`src/rtl/spmi_tx.sv`:
```
// spmi_tx: single-master SPMI-style serial frame transmitter.
//
// Sends a Sequence Start Condition (data high then low with spmiclk parked
// low, each half 2*CLK_DIV cycles long), followed by a FRAME_BITS-bit packet
// sent MSB first. Each bit is a low half period, in which the data changes,
// and a high half period, in which the data is held. A PARK half period
// follows, then a one-cycle done pulse.
//
// Optional feature macro: SPMI_TX_PARITY_EN. When defined, the last bit
// transmitted is odd parity over packet[12:1] instead of packet[0].
//
// Ports:
//   sysclk    in   single clock, every register on its rising edge
//   reset     in   synchronous, active-high
//   packet    in   frame payload, bit 12 first, sampled only on accept
//   send      in   transmit request
//   busy      out  frame in progress
//   done      out  one-cycle pulse when a frame completes
//   spmiclk   out  registered serial clock
//   spmidat   out  registered serial data
//   fsm_state out  current FSM state (debug visibility)
//
// Handshake: a request is accepted on any rising edge where send=1 and
// busy=0; the packet is latched on that edge. send while busy is dropped,
// never queued. A send held in the done cycle starts the next frame at once.

module spmi_tx #(
  parameter int CLK_DIV    = 2,
  parameter int FRAME_BITS = 13
) (
  input  logic                  sysclk,
  input  logic                  reset,
  input  logic [FRAME_BITS-1:0] packet,
  input  logic                  send,
  output logic                  busy,
  output logic                  done,
  output logic                  spmiclk,
  output logic                  spmidat,
  output logic [2:0]            fsm_state
);

  localparam int BW = $clog2(FRAME_BITS);
  localparam logic [7:0]    HC_LOAD   = 8'(CLK_DIV - 1);
  localparam logic [BW-1:0] BCNT_LOAD = BW'(FRAME_BITS - 1);

  typedef enum logic [2:0] {
    IDLE   = 3'd0,
    SSC_HI = 3'd1,
    SSC_LO = 3'd2,
    BIT_LO = 3'd3,
    BIT_HI = 3'd4,
    PARK   = 3'd5
  } state_t;

  state_t                state, state_n;
  logic [7:0]            hc, hc_n;
  logic                  half, half_n;
  logic [FRAME_BITS-1:0] shreg, shreg_n;
  logic [BW-1:0]         bcnt, bcnt_n;
  logic                  done_n, clk_n, dat_n;
  logic [FRAME_BITS-1:0] load_word;

`ifdef SPMI_TX_PARITY_EN
  // ^packet ^ packet[0] equals ^packet[FRAME_BITS-1:1]; written this way so
  // every packet bit has a reader. The inversion makes the total odd.
  assign load_word = {packet[FRAME_BITS-1:1], ~((^packet) ^ packet[0])};
`else
  assign load_word = packet;
`endif

  assign busy      = (state != IDLE);
  assign fsm_state = state;

  always_ff @(posedge sysclk) begin
    if (reset) begin
      state   <= IDLE;
      hc      <= 8'd0;
      half    <= 1'b0;
      shreg   <= '0;
      bcnt    <= '0;
      done    <= 1'b0;
      spmiclk <= 1'b0;
      spmidat <= 1'b0;
    end else begin
      state   <= state_n;
      hc      <= hc_n;
      half    <= half_n;
      shreg   <= shreg_n;
      bcnt    <= bcnt_n;
      done    <= done_n;
      spmiclk <= clk_n;
      spmidat <= dat_n;
    end
  end

  always_comb begin
    state_n = state;
    hc_n    = hc;
    half_n  = half;
    shreg_n = shreg;
    bcnt_n  = bcnt;
    done_n  = 1'b0;
    if (hc != 8'd0) hc_n = hc - 8'd1;

    case (state)
      IDLE: begin
        if (send) begin
          shreg_n = load_word;
          bcnt_n  = BCNT_LOAD;
          hc_n    = HC_LOAD;
          half_n  = 1'b0;
          state_n = SSC_HI;
        end
      end
      // SSC halves last 2*CLK_DIV cycles; the 8-bit counter only covers
      // CLK_DIV, so each SSC state runs two counter passes tracked by half.
      SSC_HI: begin
        if (hc == 8'd0) begin
          hc_n   = HC_LOAD;
          half_n = ~half;
          if (half) state_n = SSC_LO;
        end
      end
      SSC_LO: begin
        if (hc == 8'd0) begin
          hc_n   = HC_LOAD;
          half_n = ~half;
          if (half) state_n = BIT_LO;
        end
      end
      BIT_LO: begin
        if (hc == 8'd0) begin
          hc_n    = HC_LOAD;
          state_n = BIT_HI;
        end
      end
      BIT_HI: begin
        if (hc == 8'd0) begin
          hc_n    = HC_LOAD;
          shreg_n = {shreg[FRAME_BITS-2:0], 1'b0};
          if (bcnt != '0) begin
            bcnt_n  = bcnt - 1'b1;
            state_n = BIT_LO;
          end else begin
            state_n = PARK;
          end
        end
      end
      PARK: begin
        if (hc == 8'd0) begin
          state_n = IDLE;
          done_n  = 1'b1;
        end
      end
      default: state_n = IDLE;
    endcase

    // Outputs are registered from the next state so they line up with it.
    // The shift only happens when leaving BIT_HI, so data changes only on
    // entry to BIT_LO and stays put through the high half.
    clk_n = (state_n == BIT_HI);
    dat_n = (state_n == SSC_HI) ||
            (((state_n == BIT_LO) || (state_n == BIT_HI)) && shreg_n[FRAME_BITS-1]);
  end

endmodule

```
`config.mk`:
```
export PLATFORM = sky130hd
export DESIGN_NAME = spmi_tx
export DESIGN_NICKNAME = d
export VERILOG_FILES = /design/src/rtl/spmi_tx.sv
export SDC_FILE = /design/constraint.sdc
export NUM_CORES = 1
export LEC_CHECK = 0
export BUFFER_PORTS_ARGS = -buffer_cell sky130_fd_sc_hd__buf_2
export CAP_MARGIN = 40
export CORE_AREA = 3 3 60 56
export CTS_CLUSTER_DIAMETER = 50
export DETAILED_ROUTE_END_ITERATION = 16
export DIE_AREA = 0 0 63 59
export PLACE_DENSITY = 0.75
export RECOVER_POWER = 50
export SETUP_SLACK_MARGIN = 0.1
export SLEW_MARGIN = 5
export SYNTH_ARGS = -nofsm -noshare
export SYNTH_HDL_FRONTEND = slang
export SYNTH_SLANG_ARGS = --single-unit
```
`constraint.sdc`:
```
create_clock -name sysclk -period 2.89 [get_ports sysclk]
set_clock_uncertainty 0.2 [all_clocks]
set_input_delay 0.1445 -clock sysclk [delete_from_list [all_inputs] [get_ports sysclk]]
set_output_delay 0.1445 -clock sysclk [all_outputs]
set_load 0.1 [all_outputs]
```
Word level (Yosys, flattened, before mapping). Index checks and enable logic that the tools add are counted.

Bits in registers: 32. Output and inout bits: 7.

$add $sub $neg: 2. Equality and inequality tests: 12. Multiplexer cells: 25. Bitwise operators: 2. Reduce and logical (&&, ||, !) cells: 16.

Operators by type and width (number): 2-to-1 mux 3 bit (9); 2-to-1 mux 13 bit (2); case mux 13 bit (2 select lines) (1); 2-to-1 mux 8 bit (3); case mux 3 bit (6 select lines) (1); case mux 8 bit (2 select lines) (1); 2-to-1 mux 4 bit (3); == test 3 x 2 -> 1 bit (second input constant) (3); == test 3 bit (second input constant) (3); logical NOT 8 bit (1); case mux 4 bit (2 select lines) (1); nonzero test 8 bit (1); subtractor 8 x 1 -> 8 bit (second input constant) (1); == test 3 x 1 -> 1 bit (second input constant) (2); inequality test 2 bit (second input constant) (3); AND reduction 3 bit (2); AND reduction 4 bit (1); nonzero test 2 bit (2); nonzero test 4 bit (1); OR reduction 2 bit (2); OR reduction 4 bit (1); subtractor 4 x 1 -> 4 bit (second input constant) (1); logical NOT 3 bit (1); 2-to-1 mux 1 bit (3); other kinds (6) (8).

Logic depth before layout (Yosys ltp).
Word-level depth: 8. Mapped depth: 9. Depth with buffers taken out: 8.

Least setup slack after synthesis. No wires, ideal clock.

Path kind: register to register. From: register state[1] (netlist: fsm_state[1]). To: register hc[1]. Setup time: 0.137 ns. Arrival time: 2.372 ns. Data required time: 2.553 ns. Path slack: 0.181 ns. Stages on the path, launching flop included: 6. Period minus slack after synthesis: 2.709 ns. Cell sequence: dfxtp_1 -> clkbuf_1 -> or3_1 -> a21oi_1 -> nor2_1 -> a2111oi_0.

Cells in the longest elaborated chain, start to end: 3. Elaborated cells between the ends (all ways): 7.

Ends and longest elaborated chain: start, declared (line 55) `state_t state, state_n;`; start signal, assigned (line 85) `state <= state_n;`; == test 3 bit, or another cell as far along (line 105) `case (state)`; OR reduction 4 bit (no source line); case mux 8 bit (2 select lines) (*) (line 105); end signal, assigned (line 86) `hc <= hc_n;`; end, declared (line 56) `logic [7:0] hc, hc_n;`.

Every way passes the cells marked *; elsewhere a longest branch is shown, timed or not. A chain may end at the register's enable or synchronous reset.

Worst setup path after layout.
From: register state[2] (netlist: fsm_state[2]). To: output busy.

Cells in the longest elaborated chain, start to end: 1.

Ends and longest elaborated chain: nonzero test 3 bit (line 71) `assign busy = (state != IDLE);`; end, declared (line 35) `output logic busy,`.

Every way passes these cells.

==> summary.md <==
| Metric | Value |
|---|---|
| DRC Markers | 0 |
| Drt total wl | 3630 um |
| Syn Area/Cell | 8.284 um2 |
| EDFF count, synth | 0 |
| RSZ-0062 raised after global routing | false |
| Worst min path class | in -> reg |
| Max Clock Freq | 412.2 MHz |
| Slowest cell delay on critical path | 0.87 ns |
| Setup violators final | 0 |
| Clk sinks | 32 |
| Number of global-route vias before repair | 1414 |
| Tightest Pin Transition | 1.163 ns |
| Layout fillers | 253 |
| Cts hold-fix bufs | 13 |
| CP startpoint kind | register |
| H-tree levels | 2 |
| GRT Total Usage | 0.2128 |
| Mapped Nets | 200 |
| HP Start | reset |
| Asr flop ratio synth | 0 |
| Unique masters post-synth | 41 |
| Die W | 63 um |
| Most common cell in the synthesized netlist | dfxtp_1 |
| Status | finished, final reports clean |
| Worst hold stages | 2 |
| Cell count after synthesis | 182 |
| Synth top cells by count | 32 x dfxtp_1, 22 x nand2_1, 21 x nor2_1 |
| CTS tree | done |
| Slew HR | 0.2279 |
| Post-synth top flop | dfxtp_1 |
| Top-area cell type share of the netlist area | 0.4249 |
| Placement Cell Area | 0.001650 mm2 |
| Initial DRC Count | 126 |
| Cell Pwr Density | 832.1 mW/mm2 |
| Post-synthesis register bit count | 32 |
| CTS resizes | 0 |
| Total core area | 0.002770 mm2 |
| Critical setup path kind | reg -> out |
| Flop-to-flop setup slack | 0.49 ns |
| CTS root buf | clkbuf_4 |
| Worst-skew pair later-pin latency | 0.34 ns |
| Post-route antenna net violation count | 0 |
| Number of CTS-inserted buffers | 5 |
| First-pass DRT Iterations | 4 |
| Data arrival, critical path | 2.08 ns |
| Ys Warns | 0 |
| Starting Density | 0.5443 |
| Max Cap Violations | 0 |
| Crit-path cells | or3_1 > clkbuf_1 |
| Critical path's slowest cell | clkbuf_1 |
| CP top delay family | buffers and inverters |
| P&R area growth vs syn | 23.49% |
| Crit. End Element | primary output |
| Gpl congestion | 0.8085 |
| Sequential share of the synthesized area | 0.4249 |
| Initial antenna violation count | 0 |
| Routed len/inst | 14.07 um |
| Dominant cells by area after synthesis | dfxtp_1 42%, a21oi_1 6.6%, a22oi_1 6.0% |
| Hold path endpoint | fsm_state[1] |
| Maximum vdd drop | 0.0004035 V |
| Via total after detailed routing | 1467 |
| Critical R2R Capture | bcnt[2] |
| DP HPWL | 2349 um |
| Minimum clock period | 2.426 ns |
| Largest net degree at the start of global routing | 27 |
| Antenna cells | 0 |
| Post-route setup TNS | 0 ns |
| Non-Filler Instances | 258 |
| Dominant cell type by area after synthesis | dfxtp_1 |
| Setup Fix Bufs, Post-CTS | 0 |
| Final instance area | 0.001862 mm2 |
| Fin. max-slew vios | 0 |
| Number of I/O pins | 23 |
| Clock-pin slew on the worst setup and hold paths | 0.10 ns |
| Cells after DPL | 237 |
| R2r startpoint | hc[0] |
| Crit. Startpoint | fsm_state[2] |
| First-pass GRT wire length | 6072 um |
| Die height | 59 um |
| IO Port Bufs | 22 |
| Post-Synthesis Cell Area | 0.001508 mm2 |
| CP bufs+invs | 1 |
| Final worst-path cycle share | 0.8395 |
| Fin nets | 235 |
| Worst Reg-to-Reg Cells | 9 |
| Share of cells above drive strength 1 | 0.1422 |
| Final Hold Viols | 0 |
| Leak | 0.7355 nW |
| DR vias/cell | 5.686 |
| Critical path peak fanout | 17 |
| Clk buf depth | 2 |
| Cell Rows | 18 |
| Remaining global-route overflow | 0 |
| CP required | 2.55 ns |
| Die Footprint | 0.003717 mm2 |
through the flow:
step | utilization | hold WS, ns | power (mW) | setup WS (ns)
after floorplan | - | 0.08313 | 1.045 | 0.1814
after global placement | 0.5930 | 0.1701 | 1.136 | 0.5007
after detailed placement | 0.5958 | 0.1955 | 1.162 | 0.4921
after CTS | 0.6771 | 0.01241 | 1.563 | 0.4873
after global routing | 0.6721 | 0.03172 | 1.642 | 0.3579
final | 0.6721 | 0.03393 | 1.549 | 0.4640
state kept, by name (all words and copies together), names as in the netlist:
name,count
bcnt,4
spmiclk,1
spmidat,1
hc,8
shreg,13
done,1
half,1
fsm_state,3
final cells by class:
type                    instances  area, um2  area share
multi-input cells             135      799.5      0.4294
flip-flops and latches         32      640.6      0.3441
repair buffers                 39      261.5      0.1405
inverters                       4      15.01    0.008064
clock buffers                   7      65.06     0.03495
well taps                      40      50.05     0.02688
clock inverters                 1      30.03     0.01613
worst reg2reg max path, stage by stage, from the launching register on:
cell      delay [ns]
dfxtp_1         0.36
inv_1           0.08
ha_1            0.24
or3b_2          0.48
nor2_1          0.10
buf_4           0.18
and3_1          0.25
a21o_1          0.14
a21oi_1         0.06
a311oi_1        0.25
metal layers:
metal | vias up | global-route usage | routed length [um]
li1 | 711 | - | -
met1 | 690 | 0.2408 | 1463
met2 | 50 | 0.3594 | 1794
met3 | 16 | 0.04934 | 219
met4 | 0 | 0.1509 | 151
met5 | - | 0 | 0
cells by family after synthesis:
group           share of synthesized area
buf+inv                           0.04149
flops                              0.4249
compound gates                     0.2091
mux                               0.01328
simple gates                       0.2423
fa+ha+maj                         0.01659
xor+xnor                          0.05228
where the power goes:
part	total, mW	switching, mW	leakage [nW]	internal (mW)
clock	0.387	0.158	0.0515	0.230
combinational	0.578	0.334	0.421	0.244
sequential	0.584	0.0736	0.263	0.510
total	1.55	0.565	0.736	0.984
how the worst max path moves through the flow:
| stage | end | slack, ns | cells past startpoint |
|---|---|---|---|
| floorplan | hc[1] | 0.18 | 5 |
| global placement | spmidat | 0.50 | 8 |
| detailed placement | bcnt[2] | 0.49 | 9 |
| CTS | bcnt[2] | 0.49 | 9 |
| global route | bcnt[2] | 0.36 | 9 |
| finish | busy | 0.46 | 2 |
cell usage in the layout (no fill, tap or decap), types with 2 or more instances in the layout:
cell type / netlist / final
a22oi_1: 12 / 12
nor2_1: 21 / 21
dfxtp_1: 32 / 32
clkbuf_8: 0 / 2
nand3_1: 3 / 3
and3b_1: 2 / 2
nand2b_1: 2 / 2
clkbuf_4: 0 / 5
o211ai_1: 2 / 2
mux2i_1: 2 / 2
nor3b_1: 3 / 3
dlygate4sd3_1: 0 / 13
or3b_1: 2 / 2
clkbuf_1: 7 / 7
inv_1: 4 / 4
nor2b_1: 2 / 2
xor2_1: 4 / 4
xnor2_1: 5 / 5
nor4_1: 2 / 2
o21ai_1: 6 / 4
ha_1: 2 / 2
o21ai_0: 2 / 4
buf_2: 2 / 15
buf_4: 1 / 4
or3_1: 2 / 2
a31oi_1: 2 / 2
nor3_1: 3 / 4
a21oi_1: 20 / 20
nand2_1: 22 / 22
No activity file was read; power rests on OpenSTA's default activity.
